`src/rtl/led_pwm_driver_if.sv`:
```
// rtl/led_pwm_driver_if.sv - duty request handshake bundle for led_pwm_driver
// Ports (signals):
//   duty_in    requested duty, on-steps per period
//   duty_valid duty_in valid
//   duty_ready driver can accept a new duty
//   fade_en    1 = ramp to the new duty, 0 = step to it (sampled at period boundaries)
// Modports: master (requester side), slave (driver side).

interface led_pwm_driver_if #(
   parameter int WIDTH = 8
);
   logic [WIDTH-1:0] duty_in;
   logic             duty_valid;
   logic             duty_ready;
   logic             fade_en;

   modport master (
      output duty_in,
      output duty_valid,
      output fade_en,
      input  duty_ready
   );

   modport slave (
      input  duty_in,
      input  duty_valid,
      input  fade_en,
      output duty_ready
   );
endinterface

```
`src/rtl/led_pwm_driver.sv`:
```
// rtl/led_pwm_driver.sv - single-channel LED PWM generator with boundary-aligned duty updates
// Ports:
//   sys_clk      system clock, every register on its rising edge
//   resetn       asynchronous active-low reset
//   pwm_clk      sys_clk-derived divided clock, rising edge = one PWM step
//   duty_if      slave side of the duty request handshake
//   led          registered PWM output
//   duty_active  duty currently applied
//   period_done  one-cycle pulse after each period wrap

module led_pwm_driver #(
   parameter int WIDTH     = 8,
   parameter int FADE_STEP = 1
) (
   input  logic             sys_clk,
   input  logic             resetn,
   input  logic             pwm_clk,
   led_pwm_driver_if.slave  duty_if,
   output logic             led,
   output logic [WIDTH-1:0] duty_active,
   output logic             period_done
);

   typedef enum logic [1:0] {
      ST_IDLE,
      ST_PENDING,
      ST_FADING
   } state_t;

   localparam logic [WIDTH-1:0] CNT_MAX = '1;
   localparam logic [WIDTH-1:0] CNT_ONE = WIDTH'(1);
   localparam logic [WIDTH:0]   STEP_W  = (WIDTH + 1)'(FADE_STEP);

   state_t           state_q,       state_d;
   logic [WIDTH-1:0] cnt_q,         cnt_d;
   logic             pwm_clk_dly_q, pwm_clk_dly_d;
   logic [WIDTH-1:0] duty_active_q, duty_active_d;
   logic [WIDTH-1:0] target_q,      target_d;
   logic             led_q,         led_d;
   logic             period_done_q, period_done_d;
   logic             duty_ready_q,  duty_ready_d;

   logic             tick;
   logic             boundary;
   logic             transfer;
   logic [WIDTH-1:0] cnt_next;

   // pwm_clk is derived from sys_clk, so a plain edge detect is enough.
   assign tick     = pwm_clk & ~pwm_clk_dly_q;
   assign boundary = tick & (cnt_q == CNT_MAX);
   assign cnt_next = cnt_q + CNT_ONE;
   assign transfer = duty_ready_q & duty_if.duty_valid;

   // One fade step toward target. The extra bit catches the carry/borrow so
   // the step clamps at target instead of wrapping past it.
   logic [WIDTH:0]   fade_up;
   logic [WIDTH:0]   fade_dn;
   logic [WIDTH:0]   target_ext;
   logic [WIDTH-1:0] fade_val;

   always_comb begin
      target_ext = {1'b0, target_q};
      fade_up    = {1'b0, duty_active_q} + STEP_W;
      fade_dn    = {1'b0, duty_active_q} - STEP_W;
      fade_val   = target_q;
      if (target_q > duty_active_q) begin
         if (fade_up < target_ext) begin
            fade_val = fade_up[WIDTH-1:0];
         end
      end else begin
         if (!fade_dn[WIDTH] && (fade_dn > target_ext)) begin
            fade_val = fade_dn[WIDTH-1:0];
         end
      end
   end

   always_comb begin
      state_d       = state_q;
      cnt_d         = cnt_q;
      pwm_clk_dly_d = pwm_clk;
      duty_active_d = duty_active_q;
      target_d      = target_q;
      led_d         = led_q;
      period_done_d = boundary;

      case (state_q)
         ST_IDLE: begin
            // A boundary in IDLE is ignored, even if a transfer lands on it.
            if (transfer) begin
               target_d = duty_if.duty_in;
               state_d  = ST_PENDING;
            end
         end
         ST_PENDING: begin
            if (boundary) begin
               if (!duty_if.fade_en) begin
                  duty_active_d = target_q;
                  state_d       = ST_IDLE;
               end else if (target_q == duty_active_q) begin
                  state_d = ST_IDLE;
               end else begin
                  state_d = ST_FADING;
               end
            end
         end
         ST_FADING: begin
            if (boundary) begin
               if (!duty_if.fade_en) begin
                  duty_active_d = target_q;
                  state_d       = ST_IDLE;
               end else begin
                  duty_active_d = fade_val;
                  if (fade_val == target_q) begin
                     state_d = ST_IDLE;
                  end
               end
            end
         end
         default: begin
            state_d = ST_IDLE;
         end
      endcase

      // Compare against the duty for the period being entered, so the first
      // step after a boundary already uses the new value.
      if (tick) begin
         cnt_d = cnt_next;
         led_d = (cnt_next < duty_active_d);
      end

      duty_ready_d = (state_d == ST_IDLE);
   end

   always_ff @(posedge sys_clk or negedge resetn) begin
      if (!resetn) begin
         state_q       <= ST_IDLE;
         cnt_q         <= '0;
         pwm_clk_dly_q <= 1'b0;
         duty_active_q <= '0;
         target_q      <= '0;
         led_q         <= 1'b0;
         period_done_q <= 1'b0;
         duty_ready_q  <= 1'b1;
      end else begin
         state_q       <= state_d;
         cnt_q         <= cnt_d;
         pwm_clk_dly_q <= pwm_clk_dly_d;
         duty_active_q <= duty_active_d;
         target_q      <= target_d;
         led_q         <= led_d;
         period_done_q <= period_done_d;
         duty_ready_q  <= duty_ready_d;
      end
   end

   assign led                = led_q;
   assign duty_active        = duty_active_q;
   assign period_done        = period_done_q;
   assign duty_if.duty_ready = duty_ready_q;

endmodule

```
`src/flat_wrapper.sv`:
```
// flat-port wrapper written by rule: the top's interface ports become plain ports
module led_pwm_driver_flat 
#(
   parameter int WIDTH     = 8,
   parameter int FADE_STEP = 1
)
  (sys_clk, resetn, pwm_clk, led, duty_active, period_done, duty_if_duty_in, duty_if_duty_valid, duty_if_fade_en, duty_if_duty_ready);
  led_pwm_driver_if #(.WIDTH(WIDTH)) duty_if_i ();
  input  logic sys_clk;
  input  logic resetn;
  input  logic pwm_clk;
  output logic led;
  output logic [WIDTH-1:0] duty_active;
  output logic period_done;
  input wire logic [$bits(duty_if_i.duty_in)-1:0] duty_if_duty_in;
  input wire logic [$bits(duty_if_i.duty_valid)-1:0] duty_if_duty_valid;
  input wire logic [$bits(duty_if_i.fade_en)-1:0] duty_if_fade_en;
  output wire logic [$bits(duty_if_i.duty_ready)-1:0] duty_if_duty_ready;
  assign duty_if_i.duty_in = duty_if_duty_in;
  assign duty_if_i.duty_valid = duty_if_duty_valid;
  assign duty_if_i.fade_en = duty_if_fade_en;
  assign duty_if_duty_ready = duty_if_i.duty_ready;
  led_pwm_driver #(.WIDTH(WIDTH), .FADE_STEP(FADE_STEP)) u_core (.sys_clk(sys_clk), .resetn(resetn), .pwm_clk(pwm_clk), .duty_if(duty_if_i), .led(led), .duty_active(duty_active), .period_done(period_done));
endmodule
```
`config.mk`:
```
export PLATFORM = sky130hd
export DESIGN_NAME = led_pwm_driver_flat
export DESIGN_NICKNAME = d
export VERILOG_FILES = /design/src/rtl/led_pwm_driver_if.sv /design/src/rtl/led_pwm_driver.sv /design/src/flat_wrapper.sv
export SDC_FILE = /design/constraint.sdc
export NUM_CORES = 1
export LEC_CHECK = 0
export ABC_AREA = 1
export CAP_MARGIN = 20
export CORE_UTILIZATION = 64
export CTS_CLUSTER_DIAMETER = 150
export CTS_CLUSTER_SIZE = 20
export DETAILED_ROUTE_END_ITERATION = 12
export GPL_ROUTABILITY_DRIVEN = 0
export PLACE_DENSITY = 0.83
export SLEW_MARGIN = 15
export SYNTH_ARGS = -nofsm -noshare
export SYNTH_HDL_FRONTEND = slang
export SYNTH_SLANG_ARGS = --single-unit
```
`constraint.sdc`:
```
create_clock -name sys_clk -period 9.8 [get_ports sys_clk]
set_clock_uncertainty 0.05 [all_clocks]
set_input_delay 1.96 -clock sys_clk [delete_from_list [all_inputs] [get_ports sys_clk]]
set_output_delay 1.96 -clock sys_clk [all_outputs]
set_load 0.05 [all_outputs]
```
==> run metrics, run 1 <==
Syn. warnings=0; crit path kind=input pin to flop; Root Buffer=clkbuf_8; first-pass GRT wire length=~13000 µm; DRC violations left=0; syn_nets=just over 500; Net Switching=467 µW; Post-synth EDFFs=0; internal power=426 µW; Setup Buffers After CTS=0; CTS tree=done; Area contributors post-synth=dfrtp_1 24%, nand2_1 18%, ha_1 15%; area occupied by multi-input gates=2010 µm²; crit path DAT=roughly 4.9 ns; nets=537; # fillers=367; Most used DFF post-synth=dfrtp_1; Flop pwr share=22.7%; M2 GR Usage=52.7%; drt wl/cell=14.4 µm; Final min period=~4.7 ns; Die W=approximately 70 µm; Leak=1.87 nW; core area=about 4500 µm²; TNS Setup=0 ns; status=finished clean; DR vias/cell=5.81; Initial Utilization=68.5%; RSZ-0062 raised after global routing=false; leading area contributor after synthesis=dfrtp_1; FFs w/ async S/R, synth=100%; vias in the first global route=2774; clock insertion delay at the later pin of the skew report=0.29 ns; DR pass1 iterations=7; Critical Path RT=about 10 ns; Synth top area share=23.5%; total CTS buffers=5; die area=5100 µm²; Yosys reg bits=30; Initial DRC Count=between 300 and 400; Reg area=around 750 µm²; GRT Resource Usage Total=between 30% and 40%; Worst-path clk slew=0.06 ns; Final Slew Violations=0; switching part of the total power=52.3%; Bufs on Longest Clock Path=2; Max-Cap Viols=0; gr busiest metal=met2; Max Freq=between 0.2 and 0.25 GHz; Syn-to-layout area delta=11.2%; CP Capture Type=flop; Worst-Margin Slew=0.661 ns; final hold violation count=0; reg2reg start=u_core.duty_active[0]; worst ir drop on vdd=0.168 mV; GRT overflow=0; share of post-route cells with drive strength above 1=4.71%; Gate Count Post-Synth=467; sequential area share after synthesis=24.4%; Max transition margin=55.8%; # IOs=24; synthesized area per cell=6.61 µm²; final hold slack=0.439 ns; Logic pwr share=between 60% and 70%; largest net degree at the start of global routing=31; CP max FO=13; hold_buf cts=0; met3 usage in global routing=slightly above 6%; endpoints failing setup=0; Critical Path Source Type=input pin; Cell Area, Synth=between 3000 and 4000 µm²; final WL=7770 µm; ANT nets after route=0; TritonCTS Sinks=30; Netlist cell types=37; HP Start=u_core.led; htree depth=2; Inserted Diodes=0; initial antenna violation count=0; worst min path class=flop to flop; top-count cell post-synth=nand2_1; Commonest cells post-synth=146 x nand2_1, 68 x inv_1, 37 x ha_1; PwrDens=260 nW/µm²; via count=between 3000 and 4000; post-CTS resize count=0; # rows=24; M1 GR Usage=45.2%; CP Launch Point=pwm_clk; DPL Wire Length=5980 µm; Tcrit/Tclk final=roughly half; I/O Buffers=23; share of total power in the clock network=a little under an eighth; die span in y=between 70 and 80 µm
-- path summary, 6_finish.rpt --
| kind | end | slack [ns] | depth (start not counted) |
|---|---|---|---|
| worst max-delay path | u_core.led | 5.10 | 15 |
| min in group asynchronous | u_core.target_q[5] | 2.00 | 2 |
| max in group asynchronous | u_core.duty_if.duty_ready | 7.37 | 2 |
| worst min register to register | u_core.led | 0.44 | 2 |
| worst min-delay path | u_core.led | 0.44 | 2 |
| worst max register to register | u_core.led | 5.35 | 25 |
-- worst max-delay path: stages --
cell	delay, ns
clkdlybuf4s50_1	0.48
inv_1	0.05
nor2_1	0.33
inv_1	0.28
nor3_1	0.29
nor2_1	0.19
a311oi_1	0.23
a22oi_1	0.11
inv_1	0.08
ha_1	0.24
a21oi_1	0.13
nor2_1	0.05
a2111oi_0	0.29
nand2_1	0.09
nand2_1	0.06
-- layout make-up --
class / instances / area share, %
clock buffers: 7 / 2.52
clock inverters: 1 / 0.146
inverters: 73 / 7.98
multi-input cells: 353 / 58.6
flip-flops and latches: 30 / 21.9
well taps: 52 / 1.90
repair buffers: 24 / 6.93
-- cells by family (layout without fill, tap and decap cells) --
kind of cell,Yosys count,count (layout),synth area share [%]
fa+ha+maj,37,37,15.0
compound gates,68,68,13.8
simple gates,232,232,31.8
xor+xnor,16,16,4.54
buf+inv,84,105,10.4
flops,30,30,24.4
-- power by group through the flow --
stage / Clock, mW / Combinational, mW / Sequential [mW]
floorplan: 0 / 0.426 / 0.215
finish: 0.106 / 0.584 / 0.203
detailed placement: 0 / 0.571 / 0.204
CTS: 0.106 / 0.575 / 0.201
global route: 0.112 / 0.667 / 0.207
global placement: 0 / 0.552 / 0.202
-- flip-flops by register name, summed over array words and instances (netlist names) --
register,cells
u_core.pwm_clk_dly_q,1
u_core.state_q,2
u_core.duty_if.duty_ready,1
u_core.target_q,8
u_core.cnt_q,8
u_core.period_done,1
u_core.duty_active,8
u_core.led,1
-- layout by cell type, fill, tap and decap left out, types with 2 or more instances in the layout --
cell             synthesis  layout
a21boi_0                 2       2
a21o_1                   3       3
a21oi_1                 22      22
a21oi_2                  2       2
a22oi_1                  7       7
a311oi_1                 7       7
clkbuf_8                 0       6
clkdlybuf4s50_1          0      23
dfrtp_1                 29      29
ha_1                    37      37
inv_1                   68      68
inv_2                    4       4
nand2_1                146     146
nand2_2                  2       2
nand3_1                 32      32
nand3_2                  3       3
nand3b_1                 2       2
nand4_1                  3       3
nor2_1                  35      35
nor2_4                   2       2
nor3_1                   4       4
o211ai_1                 5       5
o21ai_0                 15      15
xor2_1                  15      15
-- through the flow --
step | total power, mW | area, µm² | util, % | setup slack [ns] | cells
3_5_place_dp | 0.774 | 3340 | 74.2 | 4.84 | 532
3_3_place_gp | 0.755 | 3340 | 74.2 | 4.97 | 532
2_1_floorplan | 0.641 | 3090 | - | 5.82 | 467
4_1_cts | 0.883 | 3430 | 76.2 | 5.13 | 540
6_report | 0.894 | 3430 | 76.2 | 5.10 | 540
5_1_grt | 0.986 | 3430 | 76.2 | 4.65 | 540
-- per-layer routing --
layer / wire length (µm) / up-vias
met4: 93 / 0
li1: - / 1544
met3: 723 / 14
met5: 0 / -
met1: 3460 / 1407
met2: 3490 / 174
No activity file was read; power rests on OpenSTA's default activity.
==> run 2: changes to the inputs <==
CORE_UTILIZATION = 54   (was 64)
PLACE_DENSITY = 0.75   (was 0.83)
clock period = 4.25 ns   (was 9.8 ns; I/O delays follow)
==> run 2 against run 1 <==
- worst setup slack worse by 4.8 ns
- hold slack better by 0.017 ns
- register-to-register slack worse by 5.1 ns
- combinational power is 140% higher
- core utilization is 13 points lower
- non-clock buffer count is 2 higher
- routed wire length is 3.0% higher
- via count is 2.2% lower
- critical path depth is 6 higher
- largest cell class unchanged
- first-iteration DRC count is 25% lower
- sequential power is 130% higher
==> run metrics, run 2 (synthesis results as in run 1) <==
worst ir drop on vdd=about 0.37 mV; Max Freq=0.253 GHz; Die W=77.6 µm; Syn-to-layout area delta=13.7%; PwrDens=~600 nW/µm²; crit path DAT=approximately 4.1 ns; final WL=8000 µm; CTS tree=done; drt wl/cell=14.2 µm; post-layout worst setup margin=0.297 ns; endpoints failing setup=0; Tcrit/Tclk final=93.0%; DRC violations left=0; # IOs=24; Initial DRC Count=roughly 280; Max transition margin=54.7%; crit path kind=flop to flop; worst r2r path cells=21; Flop pwr share=21.7%; Bufs on Longest Clock Path=2; Worst Hold Depth=2; Hold Crit Endpoint=u_core.led; Final min period=3.95 ns; DR pass1 iterations=8; Critical Path Source Type=flop; Root Buffer=clkbuf_8; vias in the first global route=2851; clock insertion delay at the later pin of the skew report=0.28 ns; Worst R2R End=u_core.led; ANT nets after route=0; share of total power in the clock network=11.5%; GRT overflow=0; I/O Buffers=23; status=finished clean; DPL Wire Length=just over 6000 µm; commonest non-fill, non-tap cells in the layout=145 x nand2_1, 66 x inv_1, 36 x ha_1; total CTS buffers=5; final hold violation count=0; DR vias/cell=5.46; Max-Cap Viols=0; GRT Resource Usage Total=27.9%; Non-Filler Instances=~560; placed cell count=554; Final Slew Violations=0; worst min path class=flop to flop; Pwr Total=about 2.1 mW; Logic pwr share=between 60% and 70%; die span in y=77.6 µm; Net Switching=1.11 mW; core area=approximately 5500 µm²; share of post-route cells with drive strength above 1=under 10%; Leak=1.88 nW; reg2reg start=u_core.duty_active[5]; first-pass GRT wire length=13400 µm; Initial Utilization=56.0%; register-to-register setup slack=0.30 ns; htree depth=2; internal power=1.01 mW; Inserted Diodes=0; Setup Buffers After CTS=0; Worst-Margin Slew=0.677 ns; Placement Setup Slack=0.0804 ns; hold_buf cts=0; largest net degree at the start of global routing=31; Critical Path RT=4.42 ns; CP max FO=11; nets=539; commonest non-fill, non-tap cell in the layout=nand2_1; initial antenna violation count=0; final hold slack=0.456 ns; CP Capture Type=flop; die area=6020 µm²; via count=3070; post-CTS resize count=0; # rows=27; Worst-path clk slew=0.07 ns; HP Start=u_core.led; TritonCTS Sinks=30; switching part of the total power=52.5%
run 2: changes by cell type in the layout (fill, tap and decap cells not counted), sizes merged:
cell and change:
buf +2
run 2: metal layers:
| layer | vias to the layer above | wire, µm | track usage (%) |
|---|---|---|---|
| met1 | 1399 | 3610 | 36.8 |
| met5 | - | 0 | 0 |
| met4 | 0 | 127 | 8.68 |
| met3 | 12 | 419 | 3.06 |
| met2 | 109 | 3850 | 47.7 |
| li1 | 1550 | - | - |
run 2: layout make-up:
| type | instances | area, µm² |
|---|---|---|
| Multi-Input combinational cell | 353 | 2040 |
| Fill cell | 497 | 2000 |
| Sequential cell | 30 | 754 |
| Inverter | 73 | 274 |
| Timing Repair Buffer | 26 | 253 |
| Tap cell | 72 | 90.1 |
| Clock buffer | 7 | 86.3 |
| Clock inverter | 1 | 5.00 |
run 2: worst max-delay path by stage:
stage	startpoint	endpoint	slack, ns	depth (start not counted)
floorplan	u_core.duty_active[0]	u_core.led	0.31	26
global placement	u_core.duty_active[1]	u_core.led	0.15	27
detailed placement	u_core.duty_active[1]	u_core.led	0.08	27
CTS	u_core.duty_active[1]	u_core.led	0.05	27
global route	u_core.duty_active[1]	u_core.led	-0.02	27
finish	u_core.duty_active[5]	u_core.led	0.30	21
run 2: worst max-delay path, cell delays in order (launching register included):
cell       delay [ns]
dfrtp_1          0.53
inv_1            0.21
ha_1             0.35
a21oi_1          0.15
nor2_1           0.05
nor3_1           0.29
nand2_1          0.10
nand2_1          0.32
inv_1            0.21
nand3_1          0.19
nand2_1          0.11
o21ai_0          0.17
nand2_1          0.07
nand2_1          0.08
a22oi_2          0.07
inv_1            0.07
ha_1             0.24
a21oi_1          0.13
nor2_1           0.06
a2111oi_1        0.30
nand2_1          0.09
nand2_1          0.06
run 2: power groups by stage:
stage	Combinational, mW	Clock (mW)	Sequential, mW
3_5_place_dp	1.35	0	0.463
3_3_place_gp	1.32	0	0.458
2_1_floorplan	0.983	0	0.495
6_report	1.41	0.243	0.460
5_1_grt	1.60	0.259	0.472
4_1_cts	1.36	0.247	0.457
run 2: metrics by stage:
stage               cell area (µm²)  util [%]  TNS, ns
CTS                            3470      63.1        0
global route                   3510      63.7  -0.0240
finish                         3510      63.7        0
floorplan                      3090         -        0
detailed placement             3380      61.4        0
global placement               3380      61.4        0
